--- src/rtl/rtc_pkg.sv ---
// Shared definitions for the uPD4990 serial master: operation codes, RTC
// command nibbles and the sequencer state encoding.
package rtc_pkg;

    localparam logic [1:0] OP_CMD   = 2'd0;
    localparam logic [1:0] OP_WRITE = 2'd1;
    localparam logic [1:0] OP_READ  = 2'd2;

    localparam logic [3:0] CMD_SHIFT = 4'h1;
    localparam logic [3:0] CMD_TSET  = 4'h2;
    localparam logic [3:0] CMD_TREAD = 4'h3;

    typedef enum logic [3:0] {
        ST_IDLE   = 4'd0,
        ST_SH_LO  = 4'd1,
        ST_SH_HI  = 4'd2,
        ST_STB_SU = 4'd3,
        ST_STB_HI = 4'd4,
        ST_STB_HD = 4'd5,
        ST_RD_LO  = 4'd6,
        ST_RD_HI  = 4'd7,
        ST_FIN    = 4'd8
    } state_t;

endpackage

--- src/rtl/rtc_phase_timer.sv ---
// Phase down-counter: reloaded with DIV-1 on every state change, tc marks
// the last system cycle of the current phase.
module rtc_phase_timer #(
    parameter int DIV = 12
) (
    input  logic clk,
    input  logic srst,
    input  logic load,
    output logic tc
);

    logic [7:0] cnt_reg;

    always_ff @(posedge clk) begin
        if (srst) begin
            cnt_reg <= '0;
        end else if (load) begin
            cnt_reg <= 8'(DIV - 1);
        end else if (cnt_reg != 8'd0) begin
            cnt_reg <= cnt_reg - 8'd1;
        end
    end

    assign tc = (cnt_reg == 8'd0);

endmodule

--- src/rtl/rtc_serial_master.sv ---
// Serial bus master for the uPD4990 RTC: shifts a command (and optionally a
// 48-bit time) out LSB first, strobes it, and optionally reads the time back.
module rtc_serial_master
    import rtc_pkg::*;
#(
    parameter int DIV       = 12,
    parameter int DATA_BITS = 48,
    parameter int CMD_BITS  = 4
) (
    input  logic                 CLK_24M,
    input  logic                 RESET,
    input  logic                 START,
    input  logic [1:0]           OP,
    input  logic [CMD_BITS-1:0]  CMD,
    input  logic [DATA_BITS-1:0] WR_TIME,
    output logic [DATA_BITS-1:0] RD_TIME,
    output logic                 BUSY,
    output logic                 DONE,
    output logic                 RTC_CS,
    output logic                 RTC_CLK,
    output logic                 RTC_DIN,
    output logic                 RTC_STB,
    input  logic                 RTC_DOUT
);

    localparam int TX_BITS = DATA_BITS + CMD_BITS;

    state_t               state_reg, state_next;
    logic [1:0]           op_reg;
    logic [TX_BITS-1:0]   tx_reg, tx_init;
    logic [DATA_BITS-1:0] rx_reg, rd_time_reg;
    logic [5:0]           bit_cnt_reg;
    logic                 din_reg;
    logic                 accept, tc, phase_load, last_bit;

    assign accept     = START && (state_reg == ST_IDLE);
    assign last_bit   = (bit_cnt_reg == 6'd1);
    assign phase_load = (state_next != state_reg);

    rtc_phase_timer #(.DIV(DIV)) u_timer (
        .clk  (CLK_24M),
        .srst (RESET),
        .load (phase_load),
        .tc   (tc)
    );

    // Short ops place their nibble in the low bits so it goes out first.
    always_comb begin
        tx_init = TX_BITS'(CMD);
        if (OP == OP_WRITE) begin
            tx_init = {CMD_BITS'(CMD_TSET), WR_TIME};
        end else if (OP == OP_READ) begin
            tx_init = TX_BITS'(CMD_TREAD);
        end
    end

    always_comb begin
        state_next = state_reg;
        case (state_reg)
            ST_IDLE:   if (accept) state_next = ST_SH_LO;
            ST_SH_LO:  if (tc) state_next = ST_SH_HI;
            ST_SH_HI:  if (tc) state_next = last_bit ? ST_STB_SU : ST_SH_LO;
            ST_STB_SU: if (tc) state_next = ST_STB_HI;
            ST_STB_HI: if (tc) state_next = ST_STB_HD;
            ST_STB_HD: if (tc) state_next = (op_reg == OP_READ) ? ST_RD_LO : ST_FIN;
            ST_RD_LO:  if (tc) state_next = ST_RD_HI;
            ST_RD_HI:  if (tc) state_next = last_bit ? ST_FIN : ST_RD_LO;
            ST_FIN:    state_next = ST_IDLE;
            default:   state_next = ST_IDLE;
        endcase
    end

    always_ff @(posedge CLK_24M) begin
        if (RESET) begin
            state_reg   <= ST_IDLE;
            op_reg      <= OP_CMD;
            tx_reg      <= '0;
            rx_reg      <= '0;
            rd_time_reg <= '0;
            bit_cnt_reg <= '0;
            din_reg     <= 1'b0;
        end else begin
            state_reg <= state_next;
            if (accept) begin
                op_reg      <= OP;
                din_reg     <= tx_init[0];
                tx_reg      <= tx_init >> 1;
                bit_cnt_reg <= (OP == OP_WRITE) ? 6'(TX_BITS) : 6'(CMD_BITS);
            end else if (state_reg == ST_SH_HI && tc) begin
                bit_cnt_reg <= bit_cnt_reg - 6'd1;
                if (state_next == ST_SH_LO) begin
                    din_reg <= tx_reg[0];
                    tx_reg  <= tx_reg >> 1;
                end
            end else if (state_reg == ST_RD_HI && tc) begin
                bit_cnt_reg <= bit_cnt_reg - 6'd1;
            end else if (state_reg == ST_STB_HD && state_next == ST_RD_LO) begin
                bit_cnt_reg <= 6'(DATA_BITS);
            end
            // DOUT is sampled in the last low cycle, just before the rising edge.
            if (state_reg == ST_RD_LO && tc) begin
                rx_reg <= {RTC_DOUT, rx_reg[DATA_BITS-1:1]};
            end
            if (state_next == ST_FIN && op_reg == OP_READ) begin
                rd_time_reg <= rx_reg;
            end
        end
    end

    assign RD_TIME = rd_time_reg;
    assign BUSY    = (state_reg != ST_IDLE);
    assign DONE    = (state_reg == ST_FIN);
    assign RTC_CS  = BUSY;
    assign RTC_CLK = (state_reg == ST_SH_HI) || (state_reg == ST_RD_HI);
    assign RTC_STB = (state_reg == ST_STB_HI);
    assign RTC_DIN = din_reg && ((state_reg == ST_SH_LO) || (state_reg == ST_SH_HI));

endmodule
--- config.mk ---
export PLATFORM = sky130hd
export DESIGN_NAME = rtc_serial_master
export DESIGN_NICKNAME = d
export VERILOG_FILES = /design/src/rtl/rtc_pkg.sv /design/src/rtl/rtc_phase_timer.sv /design/src/rtl/rtc_serial_master.sv
export SDC_FILE = /design/constraint.sdc
export NUM_CORES = 1
export LEC_CHECK = 0
export BUFFER_PORTS_ARGS = -buffer_cell sky130_fd_sc_hd__buf_2
export CORE_MARGIN = 2
export CORE_UTILIZATION = 51
export DETAILED_ROUTE_END_ITERATION = 16
export PLACE_DENSITY = 0.76
export SYNTH_ARGS = -nofsm -noshare
export SYNTH_HDL_FRONTEND = slang
export SYNTH_SLANG_ARGS = --single-unit
--- constraint.sdc ---
create_clock -name CLK_24M -period 2.1 [get_ports CLK_24M]
set_input_delay 0.63 -clock CLK_24M [delete_from_list [all_inputs] [get_ports CLK_24M]]
set_output_delay 0.63 -clock CLK_24M [all_outputs]
set_load 0.03 [all_outputs]
==> metrics, run 1 <==
Fin. Hold Viols=0; vias per cell=5.47; P_leak=3.23 nW; RSZ-0062 raised after global routing=yes; drt initial violations=601; GRT Util Overall=21.7%; Worst Hold Depth=2; first-pass GRT wire length=26.0 mm; Top FF cell, synth=dfxtp_1; Ports=112; Final Max Tran Viols=0; Port Buffers=111; vias in the first global route=5613; CP Cell Sequence=or4_4 > nor4b_4 > buf_4 > nand3_4 > clkbuf_16 > nand2_1 > a21oi_1; Final Cycle Share=99.8%; crit end category=flip-flop; drt wl/cell=14.3 um; worst slack at placement=-0.0232 ns; register area share after synthesis=48.0%; layout cells sized above 1=26.4%; CTS Buffer Depth=2; Die X=121 um; Synth area leaders=dfxtp_1 48%, nand2_1 13%, a21oi_1 6.5%; Critical Path AT=2.38 ns; dpl hpwl=9.73 mm; worst ir drop on vdd=0.584 mV; overall power=8.79 mW; Critical Path Source Type=flip-flop; synthesized area per cell=8.06 sq um; cts hold-fix bufs=0; Synth area leader=dfxtp_1; Synth Instances=860; MaxCap Viol Count=0; status=completed; Syn Nets=921; Worst-path clk slew=0.06 ns; Slew @ Worst Pin=0.480 ns; Sink Count=166; WS Path Type=reg2reg; Initial Util=52.3%; via count=6296; chip height=121 um; drt pass-1 iters=5; top-area cell type share of the netlist area=48.0%; Synth warnings=0; unique cell type count in the Yosys netlist=55; row count=42; Rel. slew slack=67.9%; Final setup viols=0; Core ar.=0.0132 sq mm; Largest register FFs=49; Worst Path Required=2.39 ns; Pwr Density=1020 mW/mm^2; root buffer cell=clkbuf_16; Antenna Diode Count=0; clock skew=0.00929 ns; post-route minimum period=2.10 ns; critical path depth=7; post-route ant nets=0; largest net degree at the start of global routing=93; initial antenna violation count=0; Layout Nets=1024; Worst R2R Path Depth=7; #FFs+latches synth=166; Worst path slowest cell=or4_4; CTS tree=yes; mapped cell area=0.00693 sq mm; routed wire length=16.5 mm; CTS Buf Count=17; H-tree Lvls=4; CP Buf/Inv Count=2; DIE AREA=0.0145 sq mm; gpl congestion=0.849; Post-synth ARST share=0%; worst hold path type=reg2reg; area delta synth->final=24.7%; Peak Freq=477 MHz; Final Util=65.2%; CP Max Fanout=6; slack of the critical path=0.00408 ns; Setup TNS=0 ns; Worst-Skew Late Latency=0.43 ns; EDFF count, synth=0; Critical Path Max Stage Delay=0.57 ns; global route total overflow=0; crit-path leading delay family=simple AND/OR/NAND/NOR gates; DRC viols=0
[power by group]
part	internal (mW)	switching, mW	total [mW]
registers	3.45	0.184	3.64
clock network	1.65	1.22	2.87
logic	1.05	1.23	2.28
[cells in the final DEF, fill, tap and decap left out, drive strengths merged, types with 2 or more instances in the layout]
cell and instances:
nand2b 4, o22ai 4, xor2 3, clkinv 6, a211oi 3, nor4 6
inv 7, mux2i 4, ha 3, dfxtp 166, mux2 2, nor2 66
buf 154, or3 4, nor3b 3, xnor2 5, nand2 253, a21oi 110
nor3 5, o31ai 2, a2111oi 2, or2 3, a311oi 44, a31oi 3
clkbuf 26, o21ai 6, nand3 47, and3 6, nor2b 5, nor4b 4
[stage by stage]
| step | area [sq um] | hold WS, ns | instances |
|---|---|---|---|
| 2_1_floorplan | 6950 | 0.432 | 860 |
| 3_3_place_gp | 7800 | 0.436 | 1109 |
| 3_5_place_dp | 7800 | 0.441 | 1109 |
| 4_1_cts | 8420 | 0.448 | 1141 |
| 5_1_grt | 8640 | 0.461 | 1151 |
| 6_report | 8640 | 0.448 | 1151 |
[final timing paths]
kind                                   start                  endpoint  slack (ns)
min reg2reg         RD_TIME[28]$_SDFFE_PP0P_  RD_TIME[28]$_SDFFE_PP0P_        0.45
min                 RD_TIME[28]$_SDFFE_PP0P_  RD_TIME[28]$_SDFFE_PP0P_        0.45
max reg2reg  u_timer.cnt_reg[2]$_SDFFE_PP0P_    rx_reg[3]$_SDFFE_PP0P_       0.004
max          u_timer.cnt_reg[2]$_SDFFE_PP0P_    rx_reg[3]$_SDFFE_PP0P_       0.004
[synthesized netlist by cell type (all sizes together) (2+ instances only)]
| cell | number |
|---|---|
| buf | 31 |
| and3 | 6 |
| o31ai | 2 |
| nor3b | 3 |
| ha | 3 |
| nor3 | 5 |
| dfxtp | 166 |
| a31oi | 3 |
| xnor2 | 5 |
| nor4b | 4 |
| a311oi | 44 |
| mux2 | 2 |
| a2111oi | 2 |
| or3 | 4 |
| inv | 6 |
| clkbuf | 43 |
| xor2 | 3 |
| nand3 | 47 |
| nand2 | 253 |
| nor2b | 5 |
| o21ai | 6 |
| a211oi | 3 |
| mux2i | 4 |
| nor2 | 66 |
| or2 | 3 |
| nor4 | 6 |
| nand2b | 4 |
| a21oi | 110 |
| o22ai | 4 |
[worst min-delay path, cell delays in order (launching register included)]
cell	delay (ns)
dfxtp_1	0.31
nand2_1	0.05
a21oi_1	0.05
[layout make-up]
type / count / area (sq um)
fillers: 1119 / 4600
multi-input cells: 614 / 3340
flip-flops and latches: 166 / 3320
repair buffers: 158 / 1190
clock buffers: 23 / 498
well taps: 176 / 220
clock inverters: 8 / 46.3
inverters: 6 / 22.5
[cell families (layout without fill, tap and decap cells)]
| kind of cell | after synthesis | count (layout) | synth area share (%) |
|---|---|---|---|
| compound gates | 187 | 187 | 18.1 |
| xor+xnor | 8 | 8 | 1.01 |
| fa+ha+maj | 3 | 3 | 0.542 |
| buf+inv | 80 | 195 | 5.58 |
| flops | 166 | 166 | 48.0 |
| mux | 6 | 6 | 0.903 |
| simple gates | 410 | 410 | 25.9 |
[what timing repair did]
action                                  in CTS  in global routing
pin swaps                                    2                  6
hold endpoints to repair                     0                  0
endpoints found under the setup margin      15                147
setup buffers                                0                  4
gates cloned                                 1                  6
resized for setup                           12                 17
[routing by layer]
metal  part of all wire, %  GRT usage, %
met3                   4.8          4.53
met4                   1.8          8.28
met5                     0             0
met2                    48          34.7
met1                    46          28.9
Note: power is estimated with default switching activity, not from simulation.
==> run 2, diff against run 1 <==
- BUFFER_PORTS_ARGS: -buffer_cell sky130_fd_sc_hd__buf_2 -> -buffer_cell sky130_fd_sc_hd__buf_4
- CORE_MARGIN: 2 -> unset
==> run 2 against run 1 <==
- the run now ends with negative setup slack left
- sequential power about the same
- non-clock buffer count up 14
- first-iteration DRC count fell by 9.8%
- critical endpoint is now rx_reg[8]$_SDFFE_PP0P_
- highest routed layer unchanged
==> metrics, run 2 (synthesized netlist as in run 1, its figures left out) <==
gpl congestion=0.830 (was 0.849); RSZ-0062 raised after global routing=yes (unchanged); Largest register FFs=49 (unchanged); area delta synth->final=33.1% (was 24.7%); CP Buf/Inv Count=2 (unchanged); Port Buffers=111 (unchanged); CP Launch Point=u_timer.cnt_reg[3]$_SDFFE_PP0P_ (was u_timer.cnt_reg[2]$_SDFFE_PP0P_); Pwr Density=1030 mW/mm^2 (was 1020 mW/mm^2); WS Path Type=reg2reg (unchanged); CTS Buffer Depth=2 (unchanged); worst hold path type=reg2reg (unchanged); CP Cell Sequence=or4_4 > nor4b_4 > buf_4 > nand3_4 > clkbuf_16 > nand2_1 > a21oi_1 (unchanged); P_leak=3.41 nW (was 3.23 nW); crit end category=flip-flop (unchanged); global route total overflow=0 (unchanged); DRC viols=0 (unchanged); H-tree Lvls=4 (unchanged); Worst path slowest cell=or4_4 (unchanged); chip height=119 um (was 121 um); Critical Path AT=2.42 ns (was 2.38 ns); Slew @ Worst Pin=0.616 ns (was 0.480 ns); post-route ant nets=0 (unchanged); Critical Path Max Stage Delay=0.55 ns (was 0.57 ns); Final Cycle Share=101% (was 99.8%); Worst-Skew Late Latency=0.43 ns (about the same); Peak Freq=469 MHz (was 477 MHz); vias per cell=5.48 (was 5.47); commonest non-fill, non-tap cell in the layout=nand2_1 (unchanged); Layout Nets=1038 (was 1024); drt wl/cell=14.5 um (was 14.3 um); first-pass GRT wire length=26.2 mm (was 26.0 mm); FF/Latch Area=0.00333 sq mm (was 0.00332 sq mm); status=finished with violations (was completed); failing checks=negative setup slack; clock skew=0.00644 ns (was 0.00929 ns); worst slack at placement=-0.0139 ns (was -0.0232 ns); CTS Buf Count=17 (unchanged); Worst-path clk slew=0.06 ns (about the same); post-route minimum period=2.13 ns (was 2.10 ns); Critical Path Source Type=flip-flop (unchanged); via count=6385 (was 6296); dpl hpwl=9.50 mm (was 9.73 mm); largest net degree at the start of global routing=133 (was 93); drt pass-1 iters=5 (unchanged); CTS tree=yes (unchanged); layout cells sized above 1=29.3% (was 26.4%); row count=42 (unchanged); MaxCap Viol Count=0 (unchanged); vias in the first global route=5581 (was 5613); drt initial violations=542 (was 601); slack of the critical path=-0.0310 ns (was 0.00408 ns); most frequent cells in the layout=221 x nand2_1, 162 x dfxtp_1, 144 x buf_4, 85 x a21oi_1, 63 x nor2_1 (was 233 x nand2_1, 165 x dfxtp_1, 106 x buf_2, 89 x a21oi_1, 63 x nor2_1); RR Startpoint=u_timer.cnt_reg[3]$_SDFFE_PP0P_ (was u_timer.cnt_reg[2]$_SDFFE_PP0P_); Sink Count=166 (unchanged); Ports=112 (unchanged); area of the multi-input gates=0.00339 sq mm (was 0.00334 sq mm); initial antenna violation count=0 (unchanged); overall power=9.53 mW (was 8.79 mW); Worst Path Required=2.38 ns (was 2.39 ns); Worst Hold Depth=2 (unchanged); crit-path leading delay family=simple AND/OR/NAND/NOR gates (unchanged); Final Max Tran Viols=0 (unchanged); Rel. slew slack=58.9% (was 67.9%); critical path depth=7 (unchanged); worst ir drop on vdd=0.667 mV (was 0.584 mV); fill cell count=1081 (was 1119); GRT Util Overall=22.8% (was 21.7%); cts hold-fix bufs=0 (unchanged); Antenna Diode Count=0 (unchanged); Fin. Hold Viols=0 (unchanged); Final setup viols=21 (was 0); Die X=119 um (was 121 um); Initial Util=52.3% (unchanged); routed wire length=16.9 mm (was 16.5 mm); root buffer cell=clkbuf_16 (unchanged); Core ar.=0.0132 sq mm (unchanged); Worst R2R Path Depth=7 (unchanged); hold path startpoint=RD_TIME[34]$_SDFFE_PP0P_ (was RD_TIME[28]$_SDFFE_PP0P_); CP Max Fanout=12 (was 6); DIE AREA=0.0141 sq mm (was 0.0145 sq mm)
-- run 2: cell types whose count changed in the layout (fill, tap and decap cells not counted), moves of 2 or more --
cell / change
a21oi_1: -4
nand2_2: +11
buf_12: -3
buf_2: -106
clkinv_2: -6
bufinv_16: +4
buf_8: +3
clkbuf_16: +2
nand2_1: -12
a21oi_2: +4
buf_4: +117
clkinv_4: +2
dfxtp_2: +3
dfxtp_1: -3
-- run 2: power breakdown --
part | internal (mW) | leakage [nW] | switching, mW | total [mW]
combinational | 1.21 | 1.74 | 1.29 | 2.50
clock | 2.18 | 0.320 | 1.22 | 3.40
sequential | 3.46 | 1.35 | 0.182 | 3.64
-- run 2: final timing paths --
| kind | slack (ns) | endpoint |
|---|---|---|
| worst max-delay path | -0.03 | rx_reg[8]$_SDFFE_PP0P_ |
| worst min-delay path | 0.45 | RD_TIME[34]$_SDFFE_PP0P_ |
| worst max register to register | -0.03 | rx_reg[8]$_SDFFE_PP0P_ |
| worst min register to register | 0.45 | RD_TIME[34]$_SDFFE_PP0P_ |
-- run 2: what timing repair did --
action | in CTS | in global routing
endpoints found under the setup margin | 15 | 134
pin swaps | 2 | 11
resized for setup | 13 | 41
setup buffers | 3 | 8
cloned | 2 | 7
hold endpoints to repair | 0 | 0
-- run 2: metal layers --
| layer | vias to the layer above | wire [um] | GRT usage [%] |
|---|---|---|---|
| li1 | 3184 | - | - |
| met1 | 3005 | 7650 | 30.8 |
| met2 | 172 | 8250 | 35.3 |
| met3 | 24 | 766 | 4.83 |
| met4 | 0 | 229 | 9.34 |
| met5 | - | 0 | 0 |
-- run 2: worst register-to-register path, delay by kind of cell, from the launching register on --
family          cells  cell delay, ns
compound gates      1            0.06
flops               1            0.32
simple gates        4            1.16
buf+inv             2            0.45
-- run 2: final cells by class --
| class | instances | area share [%] |
|---|---|---|
| Clock buffer | 25 | 5.59 |
| Inverter | 6 | 0.244 |
| Tap cell | 176 | 2.39 |
| Multi-Input combinational cell | 614 | 36.8 |
| Timing Repair Buffer | 172 | 17.4 |
| Sequential cell | 166 | 36.1 |
| Clock inverter | 6 | 1.49 |
-- run 2: per-stage QoR --
| stage | utilization [%] | cell area [sq um] | hold slack [ns] | TNS [ns] | std cells |
|---|---|---|---|---|---|
| finish | 69.6 | 9220 | 0.448 | -0.357 | 1165 |
| global route | 69.6 | 9220 | 0.471 | -2.95 | 1165 |
| CTS | 67.0 | 8870 | 0.453 | -0.0232 | 1150 |
| detailed placement | 61.1 | 8090 | 0.445 | -0.0139 | 1114 |
| global placement | 61.1 | 8090 | 0.439 | 0 | 1114 |
| floorplan | - | 6950 | 0.432 | 0 | 860 |
==> run 3, diff against run 2 <==
- ABC_AREA: unset -> 1
==> run 3 against run 2 <==
- the run now ends clean
- sequential share of layout area grew 0.58 points
- clock power shrank 9.7%
- fmax grew 1.5%
==> metrics, run 3 <==
vias per cell=5.55 (was 5.48); MaxCap Viol Count=0 (unchanged); worst hold path type=in2reg (was reg2reg); Port Buffers=111 (unchanged); unique cell type count in the Yosys netlist=35 (was 55); CTS Buf Count=17 (unchanged); Synth warnings=0 (unchanged); Critical Path AT=1.47 ns (was 2.42 ns); largest net degree at the start of global routing=58 (was 133); Worst-path clk slew=0.07 ns (was 0.06 ns); CP Buf/Inv Count=1 (was 2); Final Max Tran Viols=0 (unchanged); Worst Hold Depth=3 (was 2); overall power=9.84 mW (was 9.53 mW); drt initial violations=647 (was 542); Synth area leaders=dfxtp_1 46%, nor2_1 12%, nand2_1 7.8% (was dfxtp_1 48%, nand2_1 13%, a21oi_1 6.5%); layout cells sized above 1=20.5% (was 29.3%); placed cells=1221 (was 1114); chip height=121 um (was 119 um); Critical Path Source Type=flip-flop (unchanged); register area share after synthesis=46.4% (was 48.0%); Finished Cell Area=0.00908 sq mm (was 0.00922 sq mm); #FFs+latches synth=166 (unchanged); commonest non-fill, non-tap cell in the layout=nor2_1 (was nand2_1); post-route minimum period=2.10 ns (was 2.13 ns); global route total overflow=0 (unchanged); Setup TNS=0 ns (was -0.357 ns); Sink Count=166 (unchanged); WS Path Type=reg2out (was reg2reg); Fin. Hold Viols=0 (unchanged); Final Non-Filler Cells=1265 (was 1165); Worst-Skew Late Latency=0.43 ns (about the same); clock skew=0.0131 ns (was 0.00644 ns); Final setup viols=0 (was 21); CP Cell Sequence=nor2_4 > nand3_4 > a21oi_2 > buf_6 (was or4_4 > nor4b_4 > buf_4 > nand3_4 > clkbuf_16 > nand2_1 > a21oi_1); crit end category=primary output (was flip-flop); synthesized area per cell=7.30 sq um (was 8.06 sq um); CTS Buffer Depth=2 (unchanged); Syn Nets=1042 (was 921); Ports=112 (unchanged); Initial Util=53.3% (was 52.3%); row count=42 (unchanged); post-route ant nets=0 (unchanged); fill cell count=1137 (was 1081); Layout Nets=1137 (was 1038); CP Max Fanout=6 (was 12); Worst R2R Path Depth=14 (was 7); Post-synth ARST share=0% (unchanged); Die X=121 um (was 119 um); drt wl/cell=15.1 um (was 14.5 um); H-tree Lvls=4 (unchanged); EDFF count, synth=0 (unchanged); top-area cell type share of the netlist area=46.4% (was 48.0%); RSZ-0062 raised after global routing=yes (unchanged); CTS tree=yes (unchanged); Synth Instances=981 (was 860); Pwr Density=1080 mW/mm^2 (was 1030 mW/mm^2); most frequent cells in the layout=216 x nor2_1, 162 x dfxtp_1, 143 x nand2_1, 132 x buf_4, 68 x o21ai_0 (was 221 x nand2_1, 162 x dfxtp_1, 144 x buf_4, 85 x a21oi_1, 63 x nor2_1); vias in the first global route=6161 (was 5581); gpl congestion=0.847 (was 0.830); area delta synth->final=26.7% (was 33.1%); Final Cycle Share=99.9% (was 101%); root buffer cell=clkbuf_16 (unchanged); Top FF cell, synth=dfxtp_1 (unchanged); Commonest cells post-synth=220 x nor2_1, 166 x dfxtp_1, 148 x nand2_1, 69 x a21oi_1, 68 x o21ai_0 (was 233 x nand2_1, 166 x dfxtp_1, 90 x a21oi_1, 66 x nor2_1, 47 x nand3_1); Rel. slew slack=58.8% (was 58.9%); Critical Path Max Stage Delay=0.37 ns (was 0.55 ns); initial antenna violation count=0 (unchanged); GRT Util Overall=25.0% (was 22.8%); drt pass-1 iters=6 (was 5); DIE AREA=0.0145 sq mm (was 0.0141 sq mm); Worst path slowest cell=dfxtp_4 (was or4_4); Synth area leader=dfxtp_1 (unchanged); worst ir drop on vdd=0.719 mV (was 0.667 mV); Worst Path Required=1.47 ns (was 2.38 ns); first-pass GRT wire length=29.2 mm (was 26.2 mm); routed wire length=19.1 mm (was 16.9 mm); cts hold-fix bufs=0 (unchanged); Slew @ Worst Pin=0.618 ns (was 0.616 ns); Post-DP Area=0.00818 sq mm (was 0.00809 sq mm); DRC viols=0 (unchanged); via count=7026 (was 6385); status=completed (was finished with violations); P_leak=4.00 nW (was 3.41 nW); mapped cell area=0.00717 sq mm (was 0.00693 sq mm); critical path depth=4 (was 7); Largest register FFs=49 (unchanged); count leader, synth=nor2_1 (was nand2_1); dpl hpwl=10.9 mm (was 9.50 mm); Antenna Diode Count=0 (unchanged); Peak Freq=477 MHz (was 469 MHz); crit-path leading delay family=flip-flops (was simple AND/OR/NAND/NOR gates); Core ar.=0.0135 sq mm (was 0.0132 sq mm)
run 3: report_power, final:
group / total [mW] / switching, mW / internal (mW)
logic: 3.04 / 1.82 / 1.22
clock network: 3.07 / 1.37 / 1.70
registers: 3.73 / 0.228 / 3.50
run 3: path summary, 6_finish.rpt:
path                                   start                       end  slack, ns
max                  state_reg[2]$_SDFF_PP0_                   RTC_DIN      0.002
min                                 RTC_DOUT   rx_reg[47]$_SDFFE_PP0P_       0.44
max reg2reg  u_timer.cnt_reg[0]$_SDFFE_PP0P_   tx_reg[38]$_SDFFE_PP0P_       0.08
min reg2reg         RD_TIME[39]$_SDFFE_PP0P_  RD_TIME[39]$_SDFFE_PP0P_       0.46
run 3: final cells by class:
type / count / area [sq um] / share of cell area (%)
multi-input combinational: 699 / 3420 / 37.7
sequential: 166 / 3330 / 36.7
timing repair buffer: 151 / 1370 / 15.0
clock buffer: 19 / 443 / 4.88
tap: 176 / 220 / 2.43
inverter: 41 / 156 / 1.72
clock inverter: 13 / 141 / 1.56
run 3: repair_timing:
item                                    in CTS  in global routing
resized for setup                            7                 27
setup buffers                                0                  7
endpoints found under the setup margin       7                135
endpoints found under the hold margin        0                  0
pin swaps                                    1                  6
cloned                                       0                  5
run 3: layer usage:
layer	track usage (%)	wire, um	up-vias	share of wire, %
met5	0	0	-	0
met4	9.88	337	0	1.8
met3	6.37	1110	26	5.8
met2	39.7	9320	236	49
met1	32.5	8300	3293	44
li1	-	-	3471	-
run 3: cell families after synthesis:
family	synth area share [%]
compound gates	15.1
flops	46.4
buf+inv	7.53
fa+ha+maj	0.524
simple gates	29.9
xor+xnor	0.489
run 3: stage by stage:
step           hold WS, ns  setup WS [ns]  utilization [%]
6_report             0.438        0.00155             67.5
5_1_grt              0.457        -0.0757             67.5
4_1_cts              0.420        -0.0217             65.3
3_5_place_dp         0.454         0.0622             60.8
3_3_place_gp         0.449          0.123             60.8
2_1_floorplan        0.431          0.154                -
run 3: tightest hold or removal path: stages:
cell and delay [ns]:
buf_4 0.09, nor2_1 0.04, nor2_1 0.08
